==> src/rtl/window_seq_pkg.sv <==
// -----------------------------------------------------------------------------
// window_seq_pkg
// Shared constants and types for the window address sequencer.
//   AW         : column/line address width
//   TAPS       : window width in taps
//   HALF       : distance from window base to window centre
//   seq_state_t: sequencer states (IDLE, RUN, GAP)
//   calc_center: base address to centre column, wrapping mod 2^AW
// -----------------------------------------------------------------------------
package window_seq_pkg;

   localparam int AW   = 10;
   localparam int TAPS = 11;
   localparam int HALF = (TAPS - 1) / 2;

   typedef enum logic [1:0] {
      S_IDLE = 2'd0,
      S_RUN  = 2'd1,
      S_GAP  = 2'd2
   } seq_state_t;

   // Centre column of the window whose leftmost tap sits at base_adr.
   // Wraps silently; the fan-out saturates out-of-range taps itself.
   function automatic logic [AW-1:0] calc_center(input logic [AW-1:0] base_adr);
      logic [AW-1:0] half_v;
      half_v      = AW'(HALF);
      calc_center = base_adr + half_v;
   endfunction

endpackage

==> src/rtl/window_gap_timer.sv <==
// -----------------------------------------------------------------------------
// window_gap_timer
// Loadable 8-bit down-counter that times the idle gap between lines.
//   clk      in  : clock
//   rst      in  : synchronous active-high reset, clears the count
//   clr      in  : synchronous clear (abort), same effect as rst
//   load     in  : load load_val into the count
//   load_val in  : reload value (1..255)
//   dec      in  : decrement the count by one (stops at zero)
//   expire   out : count is 1, i.e. this is the last gap cycle
// -----------------------------------------------------------------------------
module window_gap_timer (
   input  logic       clk,
   input  logic       rst,
   input  logic       clr,
   input  logic       load,
   input  logic [7:0] load_val,
   input  logic       dec,
   output logic       expire
);

   logic [7:0] count_r;

   // Count register: clear, load, then decrement while enabled.
   always_ff @(posedge clk) begin
      if (rst || clr) begin
         count_r <= 8'd0;
      end else if (load) begin
         count_r <= load_val;
      end else if (dec && (count_r != 8'd0)) begin
         count_r <= count_r - 8'd1;
      end else begin
         count_r <= count_r;
      end
   end

   // Expire on the cycle the count sits at 1 so the caller leaves GAP
   // exactly load_val cycles after the load.
   assign expire = (count_r == 8'd1);

endmodule

==> src/rtl/window_adr_seq.sv <==
// -----------------------------------------------------------------------------
// window_adr_seq
// Sweeps one window base address per accepted beat across each line, inserts
// a GAP_CYC idle gap between lines, counts lines up to the programmed frame
// height and pulses line/frame completion.
//   clk        in  : clock
//   rst        in  : synchronous active-high reset
//   start      in  : begin a frame (ignored while busy)
//   abort      in  : return to IDLE next cycle, clears all outputs
//   line_len   in  : last column index, sampled at accepted start
//   num_lines  in  : last line index, sampled at accepted start
//   out_ready  in  : downstream accepts the current beat
//   reference  out : window base address
//   max        out : latched line_len (fan-out saturation limit)
//   center_col out : reference + HALF, mod 2^AW
//   out_valid  out : reference is valid
//   line_idx   out : current line index
//   line_done  out : one-cycle pulse after the last beat of a line
//   frame_done out : one-cycle pulse after the last beat of the frame
//   busy       out : state is not IDLE
// -----------------------------------------------------------------------------
import window_seq_pkg::*;

module window_adr_seq #(
   parameter int GAP_CYC = 4
) (
   input  logic          clk,
   input  logic          rst,
   input  logic          start,
   input  logic          abort,
   input  logic [AW-1:0] line_len,
   input  logic [AW-1:0] num_lines,
   input  logic          out_ready,
   output logic [AW-1:0] reference,
   output logic [AW-1:0] max,
   output logic [AW-1:0] center_col,
   output logic          out_valid,
   output logic [AW-1:0] line_idx,
   output logic          line_done,
   output logic          frame_done,
   output logic          busy
);

   seq_state_t    state_r;
   logic [AW-1:0] lines_q_r;

   logic          accept_s;
   logic          last_beat_s;
   logic          gap_load_s;
   logic          gap_dec_s;
   logic          gap_expire_s;
   logic [7:0]    gap_len_s;

   assign gap_len_s = 8'(GAP_CYC);

   // Beat handshake and gap-timer controls derived from the current state.
   always_comb begin
      accept_s    = out_valid & out_ready;
      last_beat_s = accept_s && (reference == max);
      gap_load_s  = 1'b0;
      gap_dec_s   = 1'b0;
      if ((state_r == S_RUN) && last_beat_s && (line_idx != lines_q_r)) begin
         gap_load_s = 1'b1;
      end else begin
         gap_load_s = 1'b0;
      end
      if (state_r == S_GAP) begin
         gap_dec_s = 1'b1;
      end else begin
         gap_dec_s = 1'b0;
      end
   end

   window_gap_timer u_gap_timer (
      .clk      (clk),
      .rst      (rst),
      .clr      (abort),
      .load     (gap_load_s),
      .load_val (gap_len_s),
      .dec      (gap_dec_s),
      .expire   (gap_expire_s)
   );

   // Sequencer FSM; every output is a register updated here.
   always_ff @(posedge clk) begin
      if (rst || abort) begin
         state_r    <= S_IDLE;
         lines_q_r  <= '0;
         reference  <= '0;
         max        <= '0;
         center_col <= '0;
         out_valid  <= 1'b0;
         line_idx   <= '0;
         line_done  <= 1'b0;
         frame_done <= 1'b0;
         busy       <= 1'b0;
      end else begin
         // Completion flags are single-cycle pulses.
         line_done  <= 1'b0;
         frame_done <= 1'b0;
         case (state_r)
            S_IDLE: begin
               if (start) begin
                  max        <= line_len;
                  lines_q_r  <= num_lines;
                  reference  <= '0;
                  center_col <= calc_center('0);
                  line_idx   <= '0;
                  out_valid  <= 1'b1;
                  busy       <= 1'b1;
                  state_r    <= S_RUN;
               end
            end
            S_RUN: begin
               if (accept_s) begin
                  if (reference != max) begin
                     reference  <= reference + 10'd1;
                     center_col <= calc_center(reference + 10'd1);
                  end else begin
                     line_done <= 1'b1;
                     out_valid <= 1'b0;
                     if (line_idx == lines_q_r) begin
                        frame_done <= 1'b1;
                        busy       <= 1'b0;
                        state_r    <= S_IDLE;
                     end else begin
                        // Timer was loaded by gap_load_s this same edge.
                        state_r <= S_GAP;
                     end
                  end
               end
            end
            S_GAP: begin
               if (gap_expire_s) begin
                  reference  <= '0;
                  center_col <= calc_center('0);
                  line_idx   <= line_idx + 10'd1;
                  out_valid  <= 1'b1;
                  state_r    <= S_RUN;
               end
            end
            default: begin
               state_r   <= S_IDLE;
               out_valid <= 1'b0;
               busy      <= 1'b0;
            end
         endcase
      end
   end

endmodule

==> config.mk <==
export PLATFORM = sky130hd
export DESIGN_NAME = window_adr_seq
export DESIGN_NICKNAME = d
export VERILOG_FILES = /design/src/rtl/window_seq_pkg.sv /design/src/rtl/window_gap_timer.sv /design/src/rtl/window_adr_seq.sv
export SDC_FILE = /design/constraint.sdc
export NUM_CORES = 1
export LEC_CHECK = 0
export CORE_UTILIZATION = 50
export DETAILED_ROUTE_END_ITERATION = 12
export PLACE_DENSITY = 0.78
export SYNTH_ARGS = -nofsm -noshare
export SYNTH_HDL_FRONTEND = slang
export SYNTH_HIERARCHICAL = 1
export SYNTH_SLANG_ARGS = --single-unit
==> constraint.sdc <==
create_clock -name clk -period 3.4 [get_ports clk]
set_input_delay 0.85 -clock clk [delete_from_list [all_inputs] [get_ports clk]]
set_output_delay 0.85 -clock clk [all_outputs]
set_load 0.01 [all_outputs]
==> results of run 1 <==
worst max-delay path by stage:
stage | from | slack [ns] | end | cells after the start
detailed placement | reference[0]$_SDFFE_PP0P_ | 0.44 | u_gap_timer/count_r[0]$_SDFFE_PP0P_ | 7
floorplan | u_gap_timer/count_r[2]$_SDFFE_PP0P_ | 0.66 | line_idx[9]$_SDFFE_PP0P_ | 9
global placement | reference[0]$_SDFFE_PP0P_ | 0.55 | u_gap_timer/count_r[0]$_SDFFE_PP0P_ | 7
finish | reference[0]$_SDFFE_PP0P_ | 0.42 | u_gap_timer/count_r[0]$_SDFFE_PP0P_ | 7
CTS | reference[0]$_SDFFE_PP0P_ | 0.40 | u_gap_timer/count_r[0]$_SDFFE_PP0P_ | 7
global route | reference[0]$_SDFFE_PP0P_ | 0.05 | u_gap_timer/count_r[0]$_SDFFE_PP0P_ | 7
power groups by stage:
| stage | Sequential, mW | Clock, mW | Combinational [mW] |
|---|---|---|---|
| 5_1_grt | 0.776 | 0.673 | 0.184 |
| 2_1_floorplan | 0.790 | 0 | 0.106 |
| 6_report | 0.774 | 0.635 | 0.167 |
| 3_3_place_gp | 0.791 | 0 | 0.166 |
| 3_5_place_dp | 0.791 | 0 | 0.168 |
| 4_1_cts | 0.774 | 0.646 | 0.168 |
sequential cells by signal (all words and copies together), names as in the netlist, 2 cells and up:
register	cells
center_col	10
line_idx	10
lines_q_r	10
max	10
reference	10
u_gap_timer/count_r	8
state_r	2
cells by family (layout without fill, tap and decap cells):
kind of cell	count (synthesis)	in the layout
buffers and inverters	35	99
other	2	8
XOR/XNOR	44	44
AND/OR/NAND/NOR	151	151
flip-flops	64	64
adder cells (fa/ha/maj)	7	7
multiplexers	3	3
AO/OA/AOI/OAI	103	103
cells in the mapped netlist, drive strengths merged, types with 3 or more instances:
cell type	number
o21a	3
a32o	5
a31oi	4
nand2	64
buf	16
o21ai	14
xnor2	24
nor3	6
mux2i	3
nor3b	6
inv	7
nor2	31
dfxtp	64
ha	7
a211oi	3
clkbuf	12
o211ai	6
nand4	10
nand3	8
a311oi	5
a21oi	43
nor4	4
a22oi	4
xor2	20
or3	4
critical path, cell delays in order, from the launching register on:
cell and delay, ns:
sky130_fd_sc_hd__dfxtp_1 0.74, sky130_fd_sc_hd__xnor2_1 0.21, sky130_fd_sc_hd__nand4_2 0.19, sky130_fd_sc_hd__nor3_2 0.40
sky130_fd_sc_hd__nand3_1 0.22, sky130_fd_sc_hd__nor3b_1 0.35, sky130_fd_sc_hd__inv_1 0.29, sky130_fd_sc_hd__a2111oi_0 0.44
cell usage in the layout, fill, tap and decap left out, types with 2 or more instances in the layout:
| cell | count |
|---|---|
| sky130_fd_sc_hd__clkdlybuf4s50_1 | 68 |
| sky130_fd_sc_hd__dfxtp_1 | 64 |
| sky130_fd_sc_hd__nand2_1 | 63 |
| sky130_fd_sc_hd__a21oi_1 | 42 |
| sky130_fd_sc_hd__nor2_1 | 31 |
| sky130_fd_sc_hd__xnor2_1 | 24 |
| sky130_fd_sc_hd__xor2_1 | 20 |
| sky130_fd_sc_hd__o21ai_0 | 14 |
| sky130_fd_sc_hd__clkbuf_8 | 9 |
| sky130_fd_sc_hd__nand3_1 | 8 |
| sky130_fd_sc_hd__buf_4 | 8 |
| sky130_fd_sc_hd__conb_1 | 8 |
| sky130_fd_sc_hd__ha_1 | 7 |
| sky130_fd_sc_hd__inv_1 | 6 |
| sky130_fd_sc_hd__nand4_1 | 6 |
| sky130_fd_sc_hd__o211ai_1 | 6 |
| sky130_fd_sc_hd__nor3b_1 | 5 |
| sky130_fd_sc_hd__a32o_1 | 5 |
| sky130_fd_sc_hd__nor4_1 | 4 |
| sky130_fd_sc_hd__a311oi_1 | 4 |
| sky130_fd_sc_hd__a31oi_1 | 4 |
| sky130_fd_sc_hd__or3_1 | 4 |
| sky130_fd_sc_hd__a22oi_1 | 4 |
| sky130_fd_sc_hd__nor3_1 | 4 |
| sky130_fd_sc_hd__mux2i_1 | 3 |
| sky130_fd_sc_hd__o21a_1 | 3 |
| sky130_fd_sc_hd__clkinv_2 | 3 |
| sky130_fd_sc_hd__nand4_2 | 2 |
| sky130_fd_sc_hd__nand4_4 | 2 |
| sky130_fd_sc_hd__o31ai_4 | 2 |
| sky130_fd_sc_hd__and4_1 | 2 |
| sky130_fd_sc_hd__and3_1 | 2 |
| sky130_fd_sc_hd__a21o_1 | 2 |
| sky130_fd_sc_hd__and4b_1 | 2 |
| sky130_fd_sc_hd__a32oi_1 | 2 |
| sky130_fd_sc_hd__nand4b_1 | 2 |
| sky130_fd_sc_hd__a211oi_2 | 2 |
| sky130_fd_sc_hd__clkinvlp_4 | 2 |
area by class of cell:
type,instances,area share
clock buffer,10,0.0292
clock inverter,6,0.0137
inverter,7,0.00601
multi-input combinational,316,0.465
sequential,64,0.293
tap,80,0.0229
timing repair buffer,76,0.170
per-layer routing:
layer	part of all wire	vias up
li1	-	1567
met1	0.47	1430
met2	0.46	84
met3	0.052	5
met4	0.0094	0
met5	0	-
==> flow_results.xml, run 1 <==
<?xml version="1.0" encoding="UTF-8"?>
<metrics>
  <group name="die">
    <metric name="chipWidth" unit="um">85.5</metric>
    <metric name="design.die.area" unit="um^2">7300</metric>
    <metric name="design.portCount" unit="">69</metric>
    <metric name="fp.dieH" unit="um">85.5</metric>
    <metric name="coreArea" unit="um^2">6760</metric>
    <metric name="rows" unit="">30</metric>
    <metric name="starting_utilization_of_the_core_area" unit="">0.516</metric>
  </group>
  <group name="clock_tree">
    <metric name="clockRootBuffer" unit="">sky130_fd_sc_hd__clkbuf_8</metric>
    <metric name="clkTransAtPathRegs" unit="ns">0.07</metric>
    <metric name="tritoncts" unit="">done</metric>
    <metric name="cts_hold_buffers" unit="">0</metric>
    <metric name="cts_num_sinks" unit="">64</metric>
    <metric name="cts_post_setup_buffers_inserted" unit="">0</metric>
    <metric name="ctsLongestPathBuffers" unit="">2</metric>
    <metric name="post_cts_resized" unit="">0</metric>
    <metric name="worstSkewPairLatency" unit="ns">0.34</metric>
    <metric name="h-tree-depth" unit="">3</metric>
    <metric name="numCtsBuffers" unit="">9</metric>
  </group>
  <group name="cells_and_area">
    <metric name="multi_input_area" unit="um^2">2030</metric>
    <metric name="area.sequential" unit="um^2">1280</metric>
    <metric name="antenna_cells" unit="">0</metric>
    <metric name="final_core_util" unit="">0.647</metric>
    <metric name="layout-area-overhead-vs-synth" unit="%">25.4</metric>
    <metric name="final_cells" unit="">559</metric>
    <metric name="filler_cell_count" unit="">564</metric>
    <metric name="layout-drive-gt1-share" unit="">0.0835</metric>
    <metric name="fin_nets" unit="">506</metric>
    <metric name="post-route-cell-area" unit="um^2">4370</metric>
  </group>
  <group name="sta">
    <metric name="setup_viol_count_final" unit="">0</metric>
    <metric name="worst_clock_skew" unit="ns">0.00714</metric>
    <metric name="fin_worst_hold_slack" unit="ns">0.469</metric>
    <metric name="final-max-slew-violation-count" unit="">0</metric>
    <metric name="final.min_clock_period" unit="ns">2.98</metric>
    <metric name="max_slew.worst_pin.slew" unit="ns">0.651</metric>
    <metric name="hold_viol_final" unit="">0</metric>
    <metric name="relSlewSlack" unit="">0.565</metric>
    <metric name="fin_setup_tns" unit="ns">0</metric>
    <metric name="layout_worst_path_cycle_share" unit="">0.876</metric>
    <metric name="fmax" unit="MHz">336</metric>
    <metric name="post-route-worst-setup-slack" unit="ns">0.422</metric>
    <metric name="rsz0062_at_grt" unit="">no</metric>
  </group>
  <group name="power">
    <metric name="total_switching_power" unit="mW">0.406</metric>
    <metric name="power.density_cell_area" unit="nW/um^2">361</metric>
    <metric name="share_seq_of_total_power" unit="">0.491</metric>
    <metric name="power" unit="mW">1.58</metric>
    <metric name="static_leakage" unit="nW">1.56</metric>
    <metric name="combPwrFrac" unit="">0.106</metric>
    <metric name="pwr-share-clk" unit="">0.403</metric>
    <metric name="switching_share" unit="">0.258</metric>
    <metric name="ir_drop" unit="mV">0.222</metric>
    <metric name="power.internal" unit="mW">1.17</metric>
  </group>
  <group name="logic_synthesis">
    <metric name="postSynthCellCount" unit="">409</metric>
    <metric name="synth-xor-area-share" unit="">0.111</metric>
    <metric name="netlist_top_cells_area" unit="">sky130_fd_sc_hd__dfxtp_1 (37%), sky130_fd_sc_hd__nand2_1 (6.8%), sky130_fd_sc_hd__a21oi_1 (6.0%)</metric>
    <metric name="share_of_cell_area_taken_by_muxes_after_synthesis" unit="">0.00862</metric>
    <metric name="synth-warning-count" unit="">6</metric>
    <metric name="synth.largest_area_cell" unit="">sky130_fd_sc_hd__dfxtp_1</metric>
    <metric name="post_synth.cell_area_avg" unit="um^2">8.52</metric>
    <metric name="synth.distinct_cells" unit="">67</metric>
    <metric name="synth_edf_count" unit="">0</metric>
    <metric name="ys_dominant_reg_cell" unit="">sky130_fd_sc_hd__dfxtp_1</metric>
    <metric name="synth-seq-cells" unit="">64</metric>
    <metric name="synth_adder_area_share" unit="">0.0251</metric>
    <metric name="synthDominantCellAreaShare" unit="">0.368</metric>
    <metric name="dominant_combinational_cell_family_by_area_after_synthesis" unit="">simple AND/OR/NAND/NOR gates</metric>
    <metric name="synth.cell_area" unit="um^2">3480</metric>
    <metric name="async_flop_share" unit="">0</metric>
    <metric name="synth-simple-area-share" unit="">0.227</metric>
    <metric name="synth-compound-area-share" unit="">0.204</metric>
    <metric name="ys_seq_area_frac" unit="">0.368</metric>
  </group>
  <group name="status">
    <metric name="outcome" unit="">finished, final reports clean</metric>
  </group>
  <group name="worst_setup_path">
    <metric name="critical_path.reg2reg.endpoint" unit="">u_gap_timer/count_r[0]$_SDFFE_PP0P_</metric>
    <metric name="setup.worst_path.start_class" unit="">register</metric>
    <metric name="critPathArrivalTime" unit="ns">3.19</metric>
    <metric name="worstReg2RegStart" unit="">reference[0]$_SDFFE_PP0P_</metric>
    <metric name="cp_data_required_time" unit="ns">3.61</metric>
    <metric name="setup.worst_path.class" unit="">reg2reg</metric>
    <metric name="r2r_setup_slack" unit="ns">0.42</metric>
    <metric name="r2r_cells" unit="">7</metric>
    <metric name="critical_path_peak_fanout" unit="">16</metric>
    <metric name="endpoint_kind" unit="">register</metric>
  </group>
  <group name="global_route">
    <metric name="grt_util_met3" unit="">0.0554</metric>
    <metric name="grt_first_pass_wirelength" unit="mm">13.1</metric>
    <metric name="grt-busiest-layer" unit="">met2</metric>
    <metric name="grt-ovfl-total" unit="">0</metric>
    <metric name="grt_start_max_net_pins" unit="">24</metric>
    <metric name="grt_util_met1" unit="">0.306</metric>
    <metric name="antenna_found_initial" unit="">0</metric>
    <metric name="grt_util_met2" unit="">0.354</metric>
    <metric name="overall_track_demand_over_capacity_in_global_routing" unit="">0.227</metric>
    <metric name="grt_pass1_vias" unit="">2761</metric>
  </group>
  <group name="routing">
    <metric name="post-route-drc-count" unit="">0</metric>
    <metric name="drt_first_iter_violations" unit="">123</metric>
    <metric name="avgViaCountPerCell" unit="">5.52</metric>
    <metric name="first_pass_iters" unit="">4</metric>
    <metric name="detail_route.wirelength" unit="mm">7.98</metric>
    <metric name="via_count" unit="">3086</metric>
    <metric name="detail_route.wl_per_cell" unit="um">14.3</metric>
    <metric name="route.antenna.remaining_nets" unit="">0</metric>
  </group>
  <group name="place">
    <metric name="gp_routability_congestion" unit="">0.817</metric>
    <metric name="dp.cells" unit="">543</metric>
    <metric name="placement.cell_area" unit="um^2">4180</metric>
    <metric name="worst_slack_at_placement" unit="ns">0.441</metric>
    <metric name="dp_hpwl" unit="mm">5.66</metric>
    <metric name="port-buffer-count" unit="">68</metric>
  </group>
  <group name="run">
    <metric name="maxCapViolations" unit="">0</metric>
  </group>
  <group name="min_path">
    <metric name="hold_path_class" unit="">reg2reg</metric>
    <metric name="hold_path_startpoint" unit="">lines_q_r[1]$_SDFFE_PP0P_</metric>
    <metric name="hold_depth" unit="">2</metric>
    <metric name="worst_hold_path.endpoint" unit="">lines_q_r[1]$_SDFFE_PP0P_</metric>
  </group>
</metrics>
Power figures use the tool's default switching activity.
==> inputs of run 2 (changes only) <==
--- a/config.mk
+++ b/config.mk
@@ -7,8 +7,8 @@
 export LEC_CHECK = 0
 export CORE_UTILIZATION = 50
 export DETAILED_ROUTE_END_ITERATION = 12
-export PLACE_DENSITY = 0.78
+export GPL_TIMING_DRIVEN = 0
+export PLACE_DENSITY = 0.79
 export SYNTH_ARGS = -nofsm -noshare
 export SYNTH_HDL_FRONTEND = slang
-export SYNTH_HIERARCHICAL = 1
 export SYNTH_SLANG_ARGS = --single-unit
==> constraint.sdc (replaced) <==
create_clock -name clk -period 3.81 [get_ports clk]
set_input_delay 0.9525 -clock clk [delete_from_list [all_inputs] [get_ports clk]]
set_output_delay 0.9525 -clock clk [all_outputs]
set_load 0.01 [all_outputs]
==> run 2 against run 1 <==
Net effect: power is 12% lower; largest power group unchanged; clock power decreased by 11%; synthesized cell count shrank 3.9%; critical endpoint is now reference[2]$_SDFFE_PP0P_; largest cell class unchanged; global-route usage rose by 2.9 points; critical path type is now in2reg.
==> flow_results.xml, run 2 <==
<?xml version="1.0" encoding="UTF-8"?>
<metrics>
  <group name="worst_setup_path">
    <metric name="cp_data_required_time" unit="ns">4.06</metric>
    <metric name="critical_path.top_delay_family" unit="">buffers and inverters</metric>
    <metric name="setup.worst_path.start_class" unit="">input port</metric>
    <metric name="critPathArrivalTime" unit="ns">2.73</metric>
    <metric name="setup.worst_path.class" unit="">in2reg</metric>
    <metric name="worst-path-buf-inv" unit="">2</metric>
    <metric name="r2r_cells" unit="">8</metric>
    <metric name="timing.critical_path.depth" unit="">7</metric>
    <metric name="critical-path-slowest-cell" unit="">sky130_fd_sc_hd__clkdlybuf4s50_1</metric>
    <metric name="max_stage_delay" unit="ns">0.49</metric>
    <metric name="critical_path_peak_fanout" unit="">10</metric>
    <metric name="crit_path_cell_trace" unit="">clkdlybuf4s50_1, nand2_1, nor2_1, and2_1, clkbuf_1, a21oi_1, a211oi_1</metric>
    <metric name="endpoint_kind" unit="">register</metric>
  </group>
  <group name="die">
    <metric name="coreArea" unit="um^2">6310</metric>
    <metric name="fp.dieH" unit="um">82.7</metric>
    <metric name="design.portCount" unit="">69</metric>
    <metric name="starting_utilization_of_the_core_area" unit="">0.516</metric>
    <metric name="design.die.area" unit="um^2">6840</metric>
    <metric name="chipWidth" unit="um">82.7</metric>
    <metric name="rows" unit="">29</metric>
  </group>
  <group name="place">
    <metric name="dp.cells" unit="">538</metric>
    <metric name="dp_hpwl" unit="mm">6.09</metric>
    <metric name="port-buffer-count" unit="">68</metric>
    <metric name="worst_slack_at_placement" unit="ns">1.02</metric>
    <metric name="gp_routability_congestion" unit="">0.916</metric>
  </group>
  <group name="clock_tree">
    <metric name="clockRootBuffer" unit="">sky130_fd_sc_hd__clkbuf_8</metric>
    <metric name="h-tree-depth" unit="">3</metric>
    <metric name="cts_hold_buffers" unit="">0</metric>
    <metric name="worstSkewPairLatency" unit="ns">0.34</metric>
    <metric name="clkTransAtPathRegs" unit="ns">0.07</metric>
    <metric name="cts_num_sinks" unit="">64</metric>
    <metric name="numCtsBuffers" unit="">9</metric>
    <metric name="ctsLongestPathBuffers" unit="">2</metric>
    <metric name="post_cts_resized" unit="">0</metric>
    <metric name="tritoncts" unit="">done</metric>
    <metric name="cts_post_setup_buffers_inserted" unit="">0</metric>
  </group>
  <group name="routing">
    <metric name="avgViaCountPerCell" unit="">5.53</metric>
    <metric name="detail_route.wirelength" unit="mm">8.24</metric>
    <metric name="detail_route.wl_per_cell" unit="um">14.9</metric>
    <metric name="via_count" unit="">3059</metric>
    <metric name="first_pass_iters" unit="">4</metric>
    <metric name="route.antenna.remaining_nets" unit="">0</metric>
    <metric name="post-route-drc-count" unit="">0</metric>
    <metric name="drt_first_iter_violations" unit="">167</metric>
  </group>
  <group name="logic_synthesis">
    <metric name="postSynthCellCount" unit="">393</metric>
    <metric name="synthDominantCellAreaShare" unit="">0.393</metric>
    <metric name="netlist_top_cells_area" unit="">sky130_fd_sc_hd__dfxtp_1 (39%), sky130_fd_sc_hd__xor2_1 (8.3%), sky130_fd_sc_hd__nand2_1 (7.4%)</metric>
    <metric name="async_flop_share" unit="">0</metric>
    <metric name="synth.distinct_cells" unit="">55</metric>
    <metric name="synth_edf_count" unit="">0</metric>
    <metric name="synth-warning-count" unit="">0</metric>
    <metric name="synth.top_cells.by_count" unit="">sky130_fd_sc_hd__dfxtp_1 (64), sky130_fd_sc_hd__nand2_1 (64), sky130_fd_sc_hd__a21oi_1 (36), sky130_fd_sc_hd__nor2_1 (36), sky130_fd_sc_hd__xor2_1 (31)</metric>
    <metric name="post_synth.cell_area_avg" unit="um^2">8.29</metric>
    <metric name="synth.largest_area_cell" unit="">sky130_fd_sc_hd__dfxtp_1</metric>
    <metric name="ys_seq_area_frac" unit="">0.393</metric>
    <metric name="ys_dominant_reg_cell" unit="">sky130_fd_sc_hd__dfxtp_1</metric>
    <metric name="synth-seq-cells" unit="">64</metric>
    <metric name="syn_nets" unit="">423</metric>
    <metric name="synth.cell_area" unit="um^2">3260</metric>
  </group>
  <group name="sta">
    <metric name="relSlewSlack" unit="">0.590</metric>
    <metric name="layout_worst_path_cycle_share" unit="">0.652</metric>
    <metric name="hold_viol_final" unit="">0</metric>
    <metric name="max_slew.worst_pin.slew" unit="ns">0.613</metric>
    <metric name="final.min_clock_period" unit="ns">2.49</metric>
    <metric name="setup_viol_count_final" unit="">0</metric>
    <metric name="fmax" unit="MHz">402</metric>
    <metric name="post-route-worst-setup-slack" unit="ns">1.32</metric>
    <metric name="worst_clock_skew" unit="ns">0.00598</metric>
    <metric name="rsz0062_at_grt" unit="">no</metric>
    <metric name="fin_setup_tns" unit="ns">0</metric>
    <metric name="final-max-slew-violation-count" unit="">0</metric>
  </group>
  <group name="min_path">
    <metric name="hold_path_class" unit="">reg2reg</metric>
    <metric name="hold_depth" unit="">2</metric>
  </group>
  <group name="cells_and_area">
    <metric name="most-common-layout-cells" unit="">sky130_fd_sc_hd__clkdlybuf4s50_1 (68), sky130_fd_sc_hd__nand2_1 (64), sky130_fd_sc_hd__dfxtp_1 (64)</metric>
    <metric name="layout-drive-gt1-share" unit="">0.0693</metric>
    <metric name="antenna_cells" unit="">0</metric>
    <metric name="filler_cell_count" unit="">549</metric>
    <metric name="area.sequential" unit="um^2">1280</metric>
    <metric name="layout-area-overhead-vs-synth" unit="%">29.6</metric>
    <metric name="final_common_cell" unit="">sky130_fd_sc_hd__clkdlybuf4s50_1</metric>
    <metric name="fin_nets" unit="">502</metric>
    <metric name="final_cells" unit="">553</metric>
    <metric name="multi_input_area" unit="um^2">1840</metric>
  </group>
  <group name="global_route">
    <metric name="grt_pass1_vias" unit="">2778</metric>
    <metric name="grt_first_pass_wirelength" unit="mm">13.0</metric>
    <metric name="grt_start_max_net_pins" unit="">11</metric>
    <metric name="grt-ovfl-total" unit="">0</metric>
    <metric name="overall_track_demand_over_capacity_in_global_routing" unit="">0.256</metric>
    <metric name="antenna_found_initial" unit="">0</metric>
  </group>
  <group name="status">
    <metric name="outcome" unit="">finished, final reports clean</metric>
  </group>
  <group name="power">
    <metric name="ir_drop" unit="mV">0.271</metric>
    <metric name="power.density_cell_area" unit="nW/um^2">327</metric>
    <metric name="static_leakage" unit="nW">1.57</metric>
  </group>
  <group name="run">
    <metric name="maxCapViolations" unit="">0</metric>
  </group>
</metrics>
## run 2: cell types whose count changed after synthesis, sizes merged, moves of 6 or more
cell   change
xnor2      -6
o21ai     -12
xor2      +11
buf        -6
## run 2: cell type report
class	count	share of cell area
Buffer	23	0.0231
Clock buffer	11	0.0335
Clock inverter	4	0.0107
Inverter	11	0.00978
Multi-Input combinational cell	295	0.435
Sequential cell	64	0.303
Tap cell	77	0.0228
Timing Repair Buffer	68	0.161
## run 2: logic make-up after synthesis
group	after synthesis	share of synthesized area
flip-flops	64	0.393
AO/OA/AOI/OAI	76	0.161
buffers and inverters	34	0.0426
XOR/XNOR	49	0.132
adder cells (fa/ha/maj)	5	0.0192
AND/OR/NAND/NOR	163	0.246
multiplexers	2	0.00614
## run 2: worst paths after layout
path	start	end	slack, ns
setup / recovery	out_ready	reference[2]$_SDFFE_PP0P_	1.32
hold reg to reg	center_col[3]$_SDFFE_PP0P_	center_col[3]$_SDFFE_PP0P_	0.47
setup reg to reg	reference[1]$_SDFFE_PP0P_	center_col[8]$_SDFFE_PP0P_	1.51
hold / removal	center_col[3]$_SDFFE_PP0P_	center_col[3]$_SDFFE_PP0P_	0.47
## run 2: tightest hold or removal path, delay by kind of cell, from the launching register on
kind	cells	cell delay (ns)
AND/OR/NAND/NOR	1	0.05
AO/OA/AOI/OAI	1	0.05
flip-flops	1	0.32
## run 2: routing by layer
| layer | vias up | part of all wire | track usage | wire, um |
|---|---|---|---|---|
| met5 | - | 0 | 0 | 0 |
| met1 | 1432 | 0.44 | 0.324 | 3600 |
| met3 | 20 | 0.053 | 0.0560 | 440 |
| met4 | 0 | 0.027 | 0.0931 | 223 |
| li1 | 1513 | - | - | - |
| met2 | 94 | 0.48 | 0.424 | 3970 |
## run 2: stage by stage
stage | utilization | total power [mW] | area [um^2] | hold slack [ns]
2_1_floorplan | - | 0.770 | 3260 | 0.448
3_3_place_gp | 0.639 | 0.828 | 4040 | 0.456
3_5_place_dp | 0.639 | 0.831 | 4040 | 0.464
4_1_cts | 0.669 | 1.39 | 4220 | 0.471
5_1_grt | 0.669 | 1.43 | 4220 | 0.497
6_report | 0.669 | 1.38 | 4220 | 0.466
## run 2: report_power, final
group	switching [mW]	total [mW]	internal (mW)
clock network	0.251	0.564	0.313
logic	0.0694	0.128	0.0584
registers	0.00943	0.689	0.679
total	0.330	1.38	1.05
